===== config.mk =====
export PLATFORM = sky130hd
export DESIGN_NAME = tl_phase_controller
export DESIGN_NICKNAME = d
export VERILOG_FILES = /design/src/rtl/tl_pkg.sv /design/src/rtl/tl_phase_timer.sv /design/src/rtl/tl_phase_controller.sv
export SDC_FILE = /design/constraint.sdc
export NUM_CORES = 1
export LEC_CHECK = 0
export ABC_AREA = 1
export CORE_UTILIZATION = 45
export CTS_CLUSTER_SIZE = 24
export DETAILED_ROUTE_END_ITERATION = 8
export HOLD_SLACK_MARGIN = 0.02
export MAX_ROUTING_LAYER = met4
export PLACE_DENSITY = 0.79
export SETUP_SLACK_MARGIN = 0.02
export SYNTH_ARGS = -nofsm -noshare
export SYNTH_HDL_FRONTEND = slang
export SYNTH_SLANG_ARGS = --single-unit

===== constraint.sdc =====
create_clock -name clk -period 4.6 [get_ports clk]
set_clock_uncertainty 0.15 [all_clocks]
set_input_delay 0.46 -clock clk [delete_from_list [all_inputs] [get_ports clk]]
set_output_delay 0.46 -clock clk [all_outputs]
set_load 0.005 [all_outputs]

===== src/rtl/tl_pkg.sv =====
// Shared types and constants for the traffic-light phase controller.
package tl_pkg;

  localparam int unsigned TL_TIMER_W = 8;

  localparam logic [2:0] LIGHT_RED    = 3'b100;
  localparam logic [2:0] LIGHT_YELLOW = 3'b010;
  localparam logic [2:0] LIGHT_GREEN  = 3'b001;

  typedef enum logic [2:0] {
    StMainGreen  = 3'd0,
    StMainYellow = 3'd1,
    StAllRed1    = 3'd2,
    StPedWalk    = 3'd3,
    StSideGreen  = 3'd4,
    StSideYellow = 3'd5,
    StAllRed2    = 3'd6
  } tl_state_t;

endpackage


===== src/rtl/tl_phase_timer.sv =====
// Phase down-counter: loads a duration on phase entry, counts 1 Hz ticks down to 0 and saturates.
module tl_phase_timer
  import tl_pkg::*;
#(
  parameter logic [TL_TIMER_W-1:0] RESET_VAL = 1
) (
  input  logic                  clk,
  input  logic                  rst,
  input  logic                  load,
  input  logic [TL_TIMER_W-1:0] load_val,
  input  logic                  tick,
  output logic [TL_TIMER_W-1:0] count,
  output logic                  expiring
);

  logic [TL_TIMER_W-1:0] count_q;

  // Load has priority over the tick decrement so a new phase starts at its full duration.
  always_ff @(posedge clk) begin
    if (rst) begin
      count_q <= RESET_VAL;
    end else if (load) begin
      count_q <= load_val;
    end else if (tick && (count_q != '0)) begin
      count_q <= count_q - 1'b1;
    end
  end

  assign count    = count_q;
  assign expiring = tick && (count_q == TL_TIMER_W'(1));

endmodule


===== src/rtl/tl_phase_controller.sv =====
// Two-road traffic-light phase controller with optional pedestrian crossing.
// Build option: define TL_PED_CROSSING_EN to include the pedestrian walk phase.
module tl_phase_controller
  import tl_pkg::*;
#(
  parameter int unsigned MAIN_GREEN_MIN = 10,
  parameter int unsigned SIDE_GREEN     = 6,
  parameter int unsigned YELLOW         = 3,
  parameter int unsigned ALL_RED        = 1,
  parameter int unsigned PED_WALK       = 5
) (
  input  logic                  clk,
  input  logic                  Reset_Sync,
  input  logic                  tick,
  input  logic                  side_sensor,
  input  logic                  ped_req,
  output logic [2:0]            main_light,
  output logic [2:0]            side_light,
  output logic                  walk,
  output logic [TL_TIMER_W-1:0] phase_remaining
);

  // Durations outside 1..255 cannot be represented by the phase timer.
  if (MAIN_GREEN_MIN < 1 || MAIN_GREEN_MIN > 255 || SIDE_GREEN < 1 || SIDE_GREEN > 255 ||
      YELLOW < 1 || YELLOW > 255 || ALL_RED < 1 || ALL_RED > 255 ||
      PED_WALK < 1 || PED_WALK > 255) begin : g_bad_duration
    $fatal(1, "tl_phase_controller: every phase duration must be in 1..255");
  end

  tl_state_t             state_q, state_d;
  logic                  advance;
  logic                  ped_pending;
  logic                  expiring;
  logic [TL_TIMER_W-1:0] count;
  logic [TL_TIMER_W-1:0] load_val;

  function automatic logic [TL_TIMER_W-1:0] dur_of(input tl_state_t st);
    case (st)
      StMainGreen:                dur_of = TL_TIMER_W'(MAIN_GREEN_MIN);
      StMainYellow, StSideYellow: dur_of = TL_TIMER_W'(YELLOW);
      StPedWalk:                  dur_of = TL_TIMER_W'(PED_WALK);
      StSideGreen:                dur_of = TL_TIMER_W'(SIDE_GREEN);
      default:                    dur_of = TL_TIMER_W'(ALL_RED);
    endcase
  endfunction

  // Next-state: timed phases leave on the expiring tick; main green also needs demand.
  always_comb begin
    state_d = state_q;
    case (state_q)
      StMainGreen: begin
        if (tick && (count <= TL_TIMER_W'(1)) && (side_sensor || ped_pending)) begin
          state_d = StMainYellow;
        end
      end
      StMainYellow: if (expiring) state_d = StAllRed1;
      StAllRed1:    if (expiring) state_d = ped_pending ? StPedWalk : StSideGreen;
      StPedWalk:    if (expiring) state_d = side_sensor ? StSideGreen : StAllRed2;
      StSideGreen:  if (expiring) state_d = StSideYellow;
      StSideYellow: if (expiring) state_d = StAllRed2;
      StAllRed2:    if (expiring) state_d = StMainGreen;
      default:      state_d = StAllRed2;
    endcase
  end

  assign advance  = (state_d != state_q);
  assign load_val = dur_of(state_d);

  // State register; reset lands in the clearance phase so both roads start red.
  always_ff @(posedge clk) begin
    if (Reset_Sync) begin
      state_q <= StAllRed2;
    end else begin
      state_q <= state_d;
    end
  end

  tl_phase_timer #(
    .RESET_VAL (TL_TIMER_W'(ALL_RED))
  ) u_timer (
    .clk      (clk),
    .rst      (Reset_Sync),
    .load     (advance),
    .load_val (load_val),
    .tick     (tick),
    .count    (count),
    .expiring (expiring)
  );

`ifdef TL_PED_CROSSING_EN
  logic ped_pending_q;

  // Pedestrian latch; clearing on walk entry wins over a same-cycle request.
  always_ff @(posedge clk) begin
    if (Reset_Sync) begin
      ped_pending_q <= 1'b0;
    end else if (advance && (state_d == StPedWalk)) begin
      ped_pending_q <= 1'b0;
    end else if (ped_req) begin
      ped_pending_q <= 1'b1;
    end
  end

  assign ped_pending = ped_pending_q;
  assign walk        = (state_q == StPedWalk);
`else
  logic unused_ped_req;

  assign unused_ped_req = ped_req;
  assign ped_pending    = 1'b0;
  assign walk           = 1'b0;
`endif

  // Moore lamp decode from the state register only.
  always_comb begin
    main_light = LIGHT_RED;
    side_light = LIGHT_RED;
    case (state_q)
      StMainGreen:  main_light = LIGHT_GREEN;
      StMainYellow: main_light = LIGHT_YELLOW;
      StSideGreen:  side_light = LIGHT_GREEN;
      StSideYellow: side_light = LIGHT_YELLOW;
      default: ;
    endcase
  end

  assign phase_remaining = count;

endmodule


==> results of run 1 <==
stage by stage:
| stage | setup slack (ns) | utilization | std cells |
|---|---|---|---|
| after floorplan | 2.903 | - | 116 |
| after global placement | 2.469 | 0.6159 | 147 |
| after detailed placement | 2.393 | 0.6159 | 147 |
| after CTS | 2.451 | 0.6325 | 151 |
| after global routing | 2.351 | 0.6325 | 151 |
| final | 2.469 | 0.6325 | 151 |
final timing paths:
check / slack [ns] / end
min reg2reg: 0.41 / u_timer.count[7]$_SDFFE_PP0P_
min: 0.41 / u_timer.count[7]$_SDFFE_PP0P_
max: 2.47 / side_light[0]
max reg2reg: 2.69 / u_timer.count[1]$_SDFFE_PP0P_
area by class of cell:
| class | instances | share of cell area |
|---|---|---|
| Clock buffer | 4 | 0.02635 |
| Inverter | 12 | 0.04517 |
| Timing Repair Buffer | 17 | 0.1706 |
| Multi-Input combinational cell | 91 | 0.5169 |
| Sequential cell | 11 | 0.2208 |
| Tap cell | 16 | 0.02008 |
worst reg2reg max path, stage by stage, from the launching register on:
cell and delay [ns]:
dfxtp_1 0.39, inv_1 0.09, ha_1 0.25, nand2_1 0.10
a21oi_1 0.07, nand2_1 0.08, nand2_2 0.08, o21bai_4 0.27
nand2_4 0.09, nand2_1 0.07, nand2_1 0.04, nor2_1 0.08
nor2_1 0.04
state kept, by name, summed over array words and instances, names as in the netlist:
signal,cells
state_q,3
u_timer.count,8
logic make-up (layout without fill, tap and decap cells):
group           after synthesis  count (layout)
simple gates                 72              72
buf+inv                      14              33
flops                        11              11
compound gates               10              10
xor+xnor                      6               6
fa+ha+maj                     2               2
other cells                   1               1
synth_stat cells (all sizes together):
| cell type | n |
|---|---|
| dfxtp | 11 |
| nor3 | 3 |
| o21bai | 1 |
| nand4 | 4 |
| o21ai | 3 |
| xnor2 | 2 |
| a21oi | 5 |
| clkinv | 1 |
| ha | 2 |
| nand3b | 1 |
| conb | 1 |
| nand3 | 13 |
| inv | 11 |
| o31ai | 1 |
| buf | 2 |
| nand2 | 31 |
| xor2 | 4 |
| nor2 | 20 |
power breakdown:
part,switching (mW),leakage [nW],internal (mW)
clock,0.0306,0.0150,0.0336
sequential,0.0398,0.0900,0.129
combinational,0.273,0.341,0.200
total,0.343,0.446,0.363
metal layers:
metal	up-vias	routed length [um]	part of all wire
met5	-	0	0
met4	0	14	0.0082
met3	4	65	0.038
met2	20	864	0.50
met1	359	769	0.45
li1	407	-	-
==> metrics.cfg, run 1 <==
[yosys]
netlist_area_um2=799.5
synth_cell_types=27
yosysSeqAreaShare=0.2754
yosysWarnings=0
synth_compound_area_frac=0.08764
ys_seq_elements=11
synth_top_family_by_area=simple AND/OR/NAND/NOR gates
synth_simple_gate_area_frac=0.4554
synth_top_area_cell=dfxtp_1
synth_fa_ha_area_frac=0.03130
avgSynthCellArea_um2=6.892
synth_top_area_frac=0.2754
synth_nets=123
synthXorXnorAreaFrac=0.06573
ys_top_cells_by_area=dfxtp_1 28%, nand2_1 12%, nor2_1 7.5%
syn_inst=116
synthMuxAreaShare=0

[sta]
hold_viol=0
maxSlewViolCount=0
rsz0062_at_grt=no
period_share=0.4632
hold_ws_ns=0.4067
tns_ns=0
min_period_ns=2.131
setup_viol=0
max_freq_mhz=469.3

[outcome]
status=finished clean

[drt]
routedWlPerCell_um=11.34
initialDrtViolationCount=35
wl_um=1713
dr.pass1.iters=7
antenna_left=0
drc=0
vias=790
vias_per_cell=5.232

[cts]
cts_htree_levels=1
clock_sinks=11
clock_path_buffers=2
cts_resized=0
clk_latency_ns=0.27
cts_tree=yes
cts_buffers=3
root_buffer=clkbuf_4
cts_hold_buf=0
cts_setup_buffers=0
path_clk_slew_ns=0.06

[cells_and_area]
drive_gt1_frac=0.1333
fillCellCount=147
multi_input_comb_area_um2=515.5
num_antenna_cells=0
layout_commonest_cell=nand2_1
area_delta_synth_final_pct=24.73
fin_area_um2=997.2
num-nets-final=143
layout_common_cells=26 x nand2_1, 17 x clkdlybuf4s50_1, 16 x nor2_1
ff_latch_area_um2=220.2

[hold_path]
holdCritStartpoint=u_timer.count[7]$_SDFFE_PP0P_
hold_path_depth=2
hp-class=reg -> reg

[grt]
grt_busiest_layer=met2
met2_usage=0.3647
grt_pass1_vias=728
grt_max_degree=10
globalRouteTotalUtil=0.2085
grt-ovfl-total=0
use_met1=0.2294
grt_pass1_wl_um=2891
grt_antenna_before_repair=0
use_met3=0.06122

[placement]
placed_cell_area_um2=970.9
dp_hpwl_um=1336
port_buffers=17
place_congestion=0.8042

[pwr]
p_total_mw=0.7062
p_per_area_mw_per_mm2=708.2
ir_drop_uv=385.4
p_leak_nw=0.4461

[critical_path]
critical_path_class=reg -> out
worst_setup_path_end_kind=output port
crit_arrival_ns=1.52
worstPathRequired_ns=3.99
slowest_delay_ns=0.50
cp-startpoint=state_q[1]$_SDFF_PP1_
slowest_stage=clkdlybuf4s50_1
rr_worst_depth=12
r2r-start=u_timer.count[0]$_SDFFE_PP1P_
crit_family=buffers and inverters
path_max_fanout=8
cp.buffers_inverters=2
cp_num_cells=4
path_cells=inv_1 > nand2_2 > nor2_2 > clkdlybuf4s50_1
cp-start-kind=flop

[run]
drv_cap=0

[floorplan]
dieArea_mm2=0.001949
row_count=14
die_h_um=44.15
io_pins=20
die_w_um=44.15
start_util=0.5071
fp.coreArea_mm2=0.001577

(Power assumes the default switching activity.)
==> inputs of run 2 (changes only) <==
Clock period 4.6 ns to 2.2 ns, I/O delays scaled along.
==> metrics.cfg, run 2 (synthesis gave the netlist of run 1 again) <==
[sta]
setup_viol=0  ; unchanged
max_freq_mhz=528.1
hold_viol=0  ; unchanged
maxSlewViolCount=0  ; unchanged
tns_ns=0  ; unchanged
rsz0062_at_grt=no
min_period_ns=1.894
period_share=0.8608

[cells_and_area]
reg_top3=u_timer.count x8, state_q x3
layout_common_cells=26 x nand2_1, 17 x clkdlybuf4s50_1, 16 x nor2_1
num_antenna_cells=0  ; unchanged
area_delta_synth_final_pct=24.73  ; unchanged
largest_reg_flops=8  ; unchanged
final_util=0.6325  ; unchanged
layout_commonest_cell=nand2_1
num-nets-final=143  ; unchanged
drive_gt1_frac=0.1333  ; unchanged
regMostFlops=u_timer.count
fillCellCount=145  ; -1.4%

[drt]
vias_per_cell=5.238  ; +0.13%
vias=791  ; +0.13%
initialDrtViolationCount=11  ; -69%
routedWlPerCell_um=11.18  ; -1.5%
drc=0  ; unchanged
wl_um=1688  ; -1.5%
dr.pass1.iters=6  ; -1
antenna_left=0  ; unchanged

[critical_path]
rr_worst_depth=12  ; unchanged
crit_arrival_ns=1.90  ; +0.38 ns
rr_endpoint=u_timer.count[1]$_SDFFE_PP0P_
worstPathRequired_ns=2.21  ; -1.78 ns
cp-start-kind=flop
critical_path_class=reg -> reg
r2r-start=u_timer.count[0]$_SDFFE_PP1P_
r2r_slack_ns=0.31  ; -2.38 ns
worst_setup_path_end_kind=flop
path_max_fanout=9  ; +1

[cts]
cts_setup_buffers=0  ; unchanged
cts_buffers=3  ; unchanged
root_buffer=clkbuf_4
cts_tree=yes
clock_sinks=11  ; unchanged
cts_htree_levels=1  ; unchanged
cts_hold_buf=0  ; unchanged
clk_latency_ns=0.27  ; about the same
cts_resized=0  ; unchanged
path_clk_slew_ns=0.06  ; about the same
clock_path_buffers=2  ; unchanged

[hold_path]
hold_path_depth=2  ; unchanged
min_to=u_timer.count[7]$_SDFFE_PP0P_
hp-class=reg -> reg
holdCritStartpoint=u_timer.count[7]$_SDFFE_PP0P_

[pwr]
p_leak_nw=0.4461  ; unchanged
p_per_area_mw_per_mm2=1485  ; +110%
p_seq_frac=0.238  ; about the same
ir_drop_uv=850.2  ; +120%
switching_share=0.4877  ; +0.001456
clock_power_share=0.092  ; about the same
p_total_mw=1.481  ; +110%
power.internal_mw=0.7586  ; +110%
pwr-share-comb=0.669  ; about the same
p_switching_mw=0.7221  ; +110%

[floorplan]
die_w_um=44.15  ; unchanged
start_util=0.5071  ; unchanged
io_pins=20  ; unchanged
die_h_um=44.15  ; unchanged
dieArea_mm2=0.001949  ; unchanged
fp.coreArea_mm2=0.001577  ; unchanged
row_count=14  ; unchanged

[placement]
dp_hpwl_um=1322  ; -1.0%
port_buffers=17  ; unchanged
place_congestion=0.8044  ; about the same

[grt]
grt_max_degree=10  ; unchanged
grt-ovfl-total=0  ; unchanged
grt_pass1_wl_um=2842  ; -1.7%
globalRouteTotalUtil=0.2075  ; -0.001017
grt_antenna_before_repair=0  ; unchanged
grt_pass1_vias=690  ; -5.2%

[run]
drv_cap=0  ; unchanged

[outcome]
status=finished clean

-- run 2: critical path, stage by stage (launching register included) --
cell	delay [ns]
dfxtp_1	0.38
inv_1	0.09
ha_1	0.25
nand2_1	0.10
a21oi_1	0.07
nand2_1	0.07
nand2_2	0.07
o21bai_4	0.26
nand2_4	0.09
nand2_1	0.07
nand2_1	0.05
nor2_1	0.08
nor2_1	0.04
-- run 2: worst max path at each step --
stage                             startpoint                            end  slack (ns)
2_1_floorplan  u_timer.count[0]$_SDFFE_PP1P_  u_timer.count[1]$_SDFFE_PP0P_        0.50
3_3_place_gp                            tick  u_timer.count[1]$_SDFFE_PP0P_        0.31
3_5_place_dp                            tick  u_timer.count[1]$_SDFFE_PP0P_        0.29
4_1_cts                state_q[1]$_SDFF_PP1_                  side_light[0]        0.31
5_1_grt        u_timer.count[0]$_SDFFE_PP1P_  u_timer.count[1]$_SDFFE_PP0P_        0.12
6_report       u_timer.count[0]$_SDFFE_PP1P_  u_timer.count[1]$_SDFFE_PP0P_        0.31
-- run 2: power groups by stage --
| stage | sequential [mW] | combinational [mW] | clock (mW) |
|---|---|---|---|
| global route | 0.366 | 1.10 | 0.152 |
| floorplan | 0.347 | 0.724 | 0 |
| detailed placement | 0.357 | 0.979 | 0 |
| CTS | 0.353 | 0.985 | 0.142 |
| finish | 0.353 | 0.991 | 0.137 |
| global placement | 0.355 | 0.961 | 0 |
-- run 2: layer usage --
metal,share of wire,GRT usage
met4,0.014,0.09091
met2,0.50,0.3353
met5,0,-
met1,0.45,0.2292
met3,0.044,0.07347
-- run 2: cell type report --
| cell class | count | area [um^2] | share of cell area |
|---|---|---|---|
| Multi-Input combinational cell | 91 | 515.5 | 0.5169 |
| Timing Repair Buffer | 17 | 170.2 | 0.1706 |
| Tap cell | 16 | 20.02 | 0.02008 |
| Inverter | 12 | 45.04 | 0.04517 |
| Clock buffer | 4 | 26.28 | 0.02635 |
| Sequential cell | 11 | 220.2 | 0.2208 |
-- run 2: per-stage QoR --
step / std cells / worst slack, ns / cell area [um^2] / hold slack, ns
detailed placement: 147 / 0.2932 / 970.9 / 0.3895
global placement: 147 / 0.3106 / 970.9 / 0.3793
CTS: 151 / 0.3069 / 997.2 / 0.4059
floorplan: 116 / 0.5026 / 799.5 / 0.1391
global route: 151 / 0.1196 / 997.2 / 0.4304
finish: 151 / 0.3062 / 997.2 / 0.4010
==> inputs of run 3 (changes only) <==
Settings changed: ABC_AREA 1 to default.
==> metrics.cfg, run 3 <==
[sta]
hold_viol=0  ; unchanged
setup_viol=0  ; unchanged
max_freq_mhz=475.1  ; -10%
min_period_ns=2.105  ; +0.2113 ns
rsz0062_at_grt=no
period_share=0.9568  ; +0.09603
maxSlewViolCount=0  ; unchanged

[drt]
drc=0  ; unchanged
vias_per_cell=5.653  ; +7.9%
wl_um=2014  ; +19%
vias=848  ; +7.2%
routedWlPerCell_um=13.43  ; +20%
antenna_left=0  ; unchanged
initialDrtViolationCount=21  ; +10
dr.pass1.iters=4  ; -2

[grt]
grt_antenna_before_repair=0  ; unchanged
grt_pass1_wl_um=3180  ; +12%
grt-ovfl-total=0  ; unchanged
grt_pass1_vias=753  ; +9.1%
globalRouteTotalUtil=0.2271  ; +0.01962
grt_max_degree=11  ; +1

[yosys]
async_flop_share=0  ; unchanged
synth_cell_types=43  ; +59%
ys_top_cells_by_area=dfxtp_1 27%, nor2_1 6.0%, nor4_4 5.2%
yosysWarnings=0  ; unchanged
synth_top_area_cell=dfxtp_1
synthFlopType=dfxtp_1
avgSynthCellArea_um2=8.371  ; +21%
synth.most_common_cell=nor2_1
ys_seq_elements=11  ; unchanged
synth_edf_count=0  ; unchanged
netlist_area_um2=812.0  ; +1.6%
synth_top_area_frac=0.2712  ; -0.004244
synth_top_cells_by_count=13 x nor2_1, 11 x dfxtp_1, 6 x inv_1
yosysSeqAreaShare=0.2712  ; -0.004244
synth_nets=104  ; -15%
syn_inst=97  ; -16%

[placement]
port_buffers=17  ; unchanged
place_congestion=0.7880  ; -2.0%
placed_cells=146  ; -0.68%
dp_hpwl_um=1500  ; +13%

[floorplan]
die_h_um=44.48  ; +0.75%
die_w_um=44.48  ; +0.75%
start_util=0.5094  ; +0.002276
io_pins=20  ; unchanged
dieArea_mm2=0.001978  ; +1.5%
row_count=14  ; unchanged
fp.coreArea_mm2=0.001594  ; +1.1%

[cts]
root_buffer=clkbuf_4
cts_hold_buf=0  ; unchanged
cts_resized=0  ; unchanged
path_clk_slew_ns=0.07  ; about the same
cts_tree=yes
clk_latency_ns=0.28  ; about the same
clock_sinks=11  ; unchanged
cts_setup_buffers=0  ; unchanged
cts_htree_levels=1  ; unchanged
clock_path_buffers=2  ; unchanged
cts_buffers=3  ; unchanged

[outcome]
status=finished clean

[cells_and_area]
fillCellCount=129  ; -11%
fin_cells=150  ; -0.66%
num-nets-final=134  ; -6.3%
regMostFlops=u_timer.count
drive_gt1_frac=0.2460  ; +0.1127
num_antenna_cells=0  ; unchanged
final_util=0.7033  ; +0.07076
layout_commonest_cell=clkdlybuf4s50_1
area_delta_synth_final_pct=38.06
largest_reg_flops=8  ; unchanged
layout_common_cells=17 x clkdlybuf4s50_1, 13 x nor2_1, 13 x buf_4
reg_top3=u_timer.count x8, state_q x3

[pwr]
ir_drop_uv=712.5  ; -16%
p_per_area_mw_per_mm2=1150  ; -23%
p_leak_nw=0.4439  ; -0.48%

[critical_path]
path_max_fanout=4  ; -5
worst_setup_path_end_kind=flop
critical_path_class=reg -> reg
crit_arrival_ns=2.12  ; +0.22 ns
slowest_stage=or4_4
cp-start-kind=flop
worstPathRequired_ns=2.21  ; about the same
slowest_delay_ns=0.58  ; +0.20 ns
path_cells=or4_4 > nor4_4 > buf_4 > a2bb2oi_1 > o22a_1 > nor3_2

[run]
drv_cap=0  ; unchanged

[hold_path]
hp-class=reg -> reg

## run 3: cell types whose count changed after synthesis, sizes merged, moves of 4 or more
cell / before / now
or2: 0 / 4
nand3: 13 / 4
nand2: 31 / 2
nor2: 20 / 13
inv: 11 / 6
a21o: 0 / 4
## run 3: layout make-up
type                       instances  area (um^2)  area share
clock buffer                       4        26.28     0.02344
tap                               24        30.03     0.02679
multi-input combinational         75        551.8      0.4922
inverter                           6        22.52     0.02009
sequential                        11        222.7      0.1987
timing repair buffer              30        267.8      0.2388
## run 3: path summary, 6_finish.rpt
| kind | end | from | slack, ns | depth (start not counted) |
|---|---|---|---|---|
| setup / recovery | u_timer.count[2]$_SDFFE_PP0P_ | u_timer.count[4]$_SDFFE_PP0P_ | 0.09 | 6 |
| hold / removal | u_timer.count[3]$_SDFFE_PP0P_ | u_timer.count[3]$_SDFFE_PP0P_ | 0.44 | 2 |
| setup reg to reg | u_timer.count[2]$_SDFFE_PP0P_ | u_timer.count[4]$_SDFFE_PP0P_ | 0.09 | 6 |
| hold reg to reg | u_timer.count[3]$_SDFFE_PP0P_ | u_timer.count[3]$_SDFFE_PP0P_ | 0.44 | 2 |
## run 3: worst max-delay path: cells and delay by family, from the launching register on
family | cells | cell delay, ns
and+or+nand+nor | 3 | 0.95
buffers and inverters | 1 | 0.18
AOI/OAI and AO/OA | 2 | 0.36
DFF | 1 | 0.35
## run 3: logic make-up (layout without fill, tap and decap cells)
| group | count (synthesis) | count (layout) | share of synthesized area |
|---|---|---|---|
| buffers and inverters | 11 | 40 | 0.05701 |
| muxes | 1 | 1 | 0.01233 |
| other | 1 | 1 | 0.004618 |
| xor gates and xnor gates | 6 | 6 | 0.06473 |
| adders and majority gates | 2 | 2 | 0.03081 |
| DFF | 11 | 11 | 0.2712 |
| and+or+nand+nor | 39 | 39 | 0.3113 |
| AOI/OAI and AO/OA | 26 | 26 | 0.2481 |
## run 3: metal layers
metal	wire length, um	vias up	GRT usage
met5	0	-	-
met4	52	0	0.09697
met3	151	10	0.06531
met2	984	43	0.3618
met1	825	386	0.2647
li1	-	409	-
## run 3: power by group
| group | switching [mW] | leakage, nW | internal, mW |
|---|---|---|---|
| sequential | 0.0663 | 0.0901 | 0.256 |
| clock | 0.0721 | 0.0150 | 0.0705 |
| combinational | 0.398 | 0.339 | 0.426 |
## run 3: metrics by stage
step / power [mW] / hold slack (ns) / instance area, um^2 / TNS (ns) / setup WS, ns
after global placement: 1.100 / 0.4084 / 1086 / -0.6394 / -0.1559
final: 1.289 / 0.4356 / 1121 / 0 / 0.09497
after floorplan: 0.8341 / 0.1391 / 812.0 / 0 / 0.1135
after global routing: 1.383 / 0.4591 / 1121 / 0 / 0.02651
after CTS: 1.272 / 0.4383 / 1112 / 0 / 0.1053
after detailed placement: 1.123 / 0.4189 / 1086 / -0.8132 / -0.1684
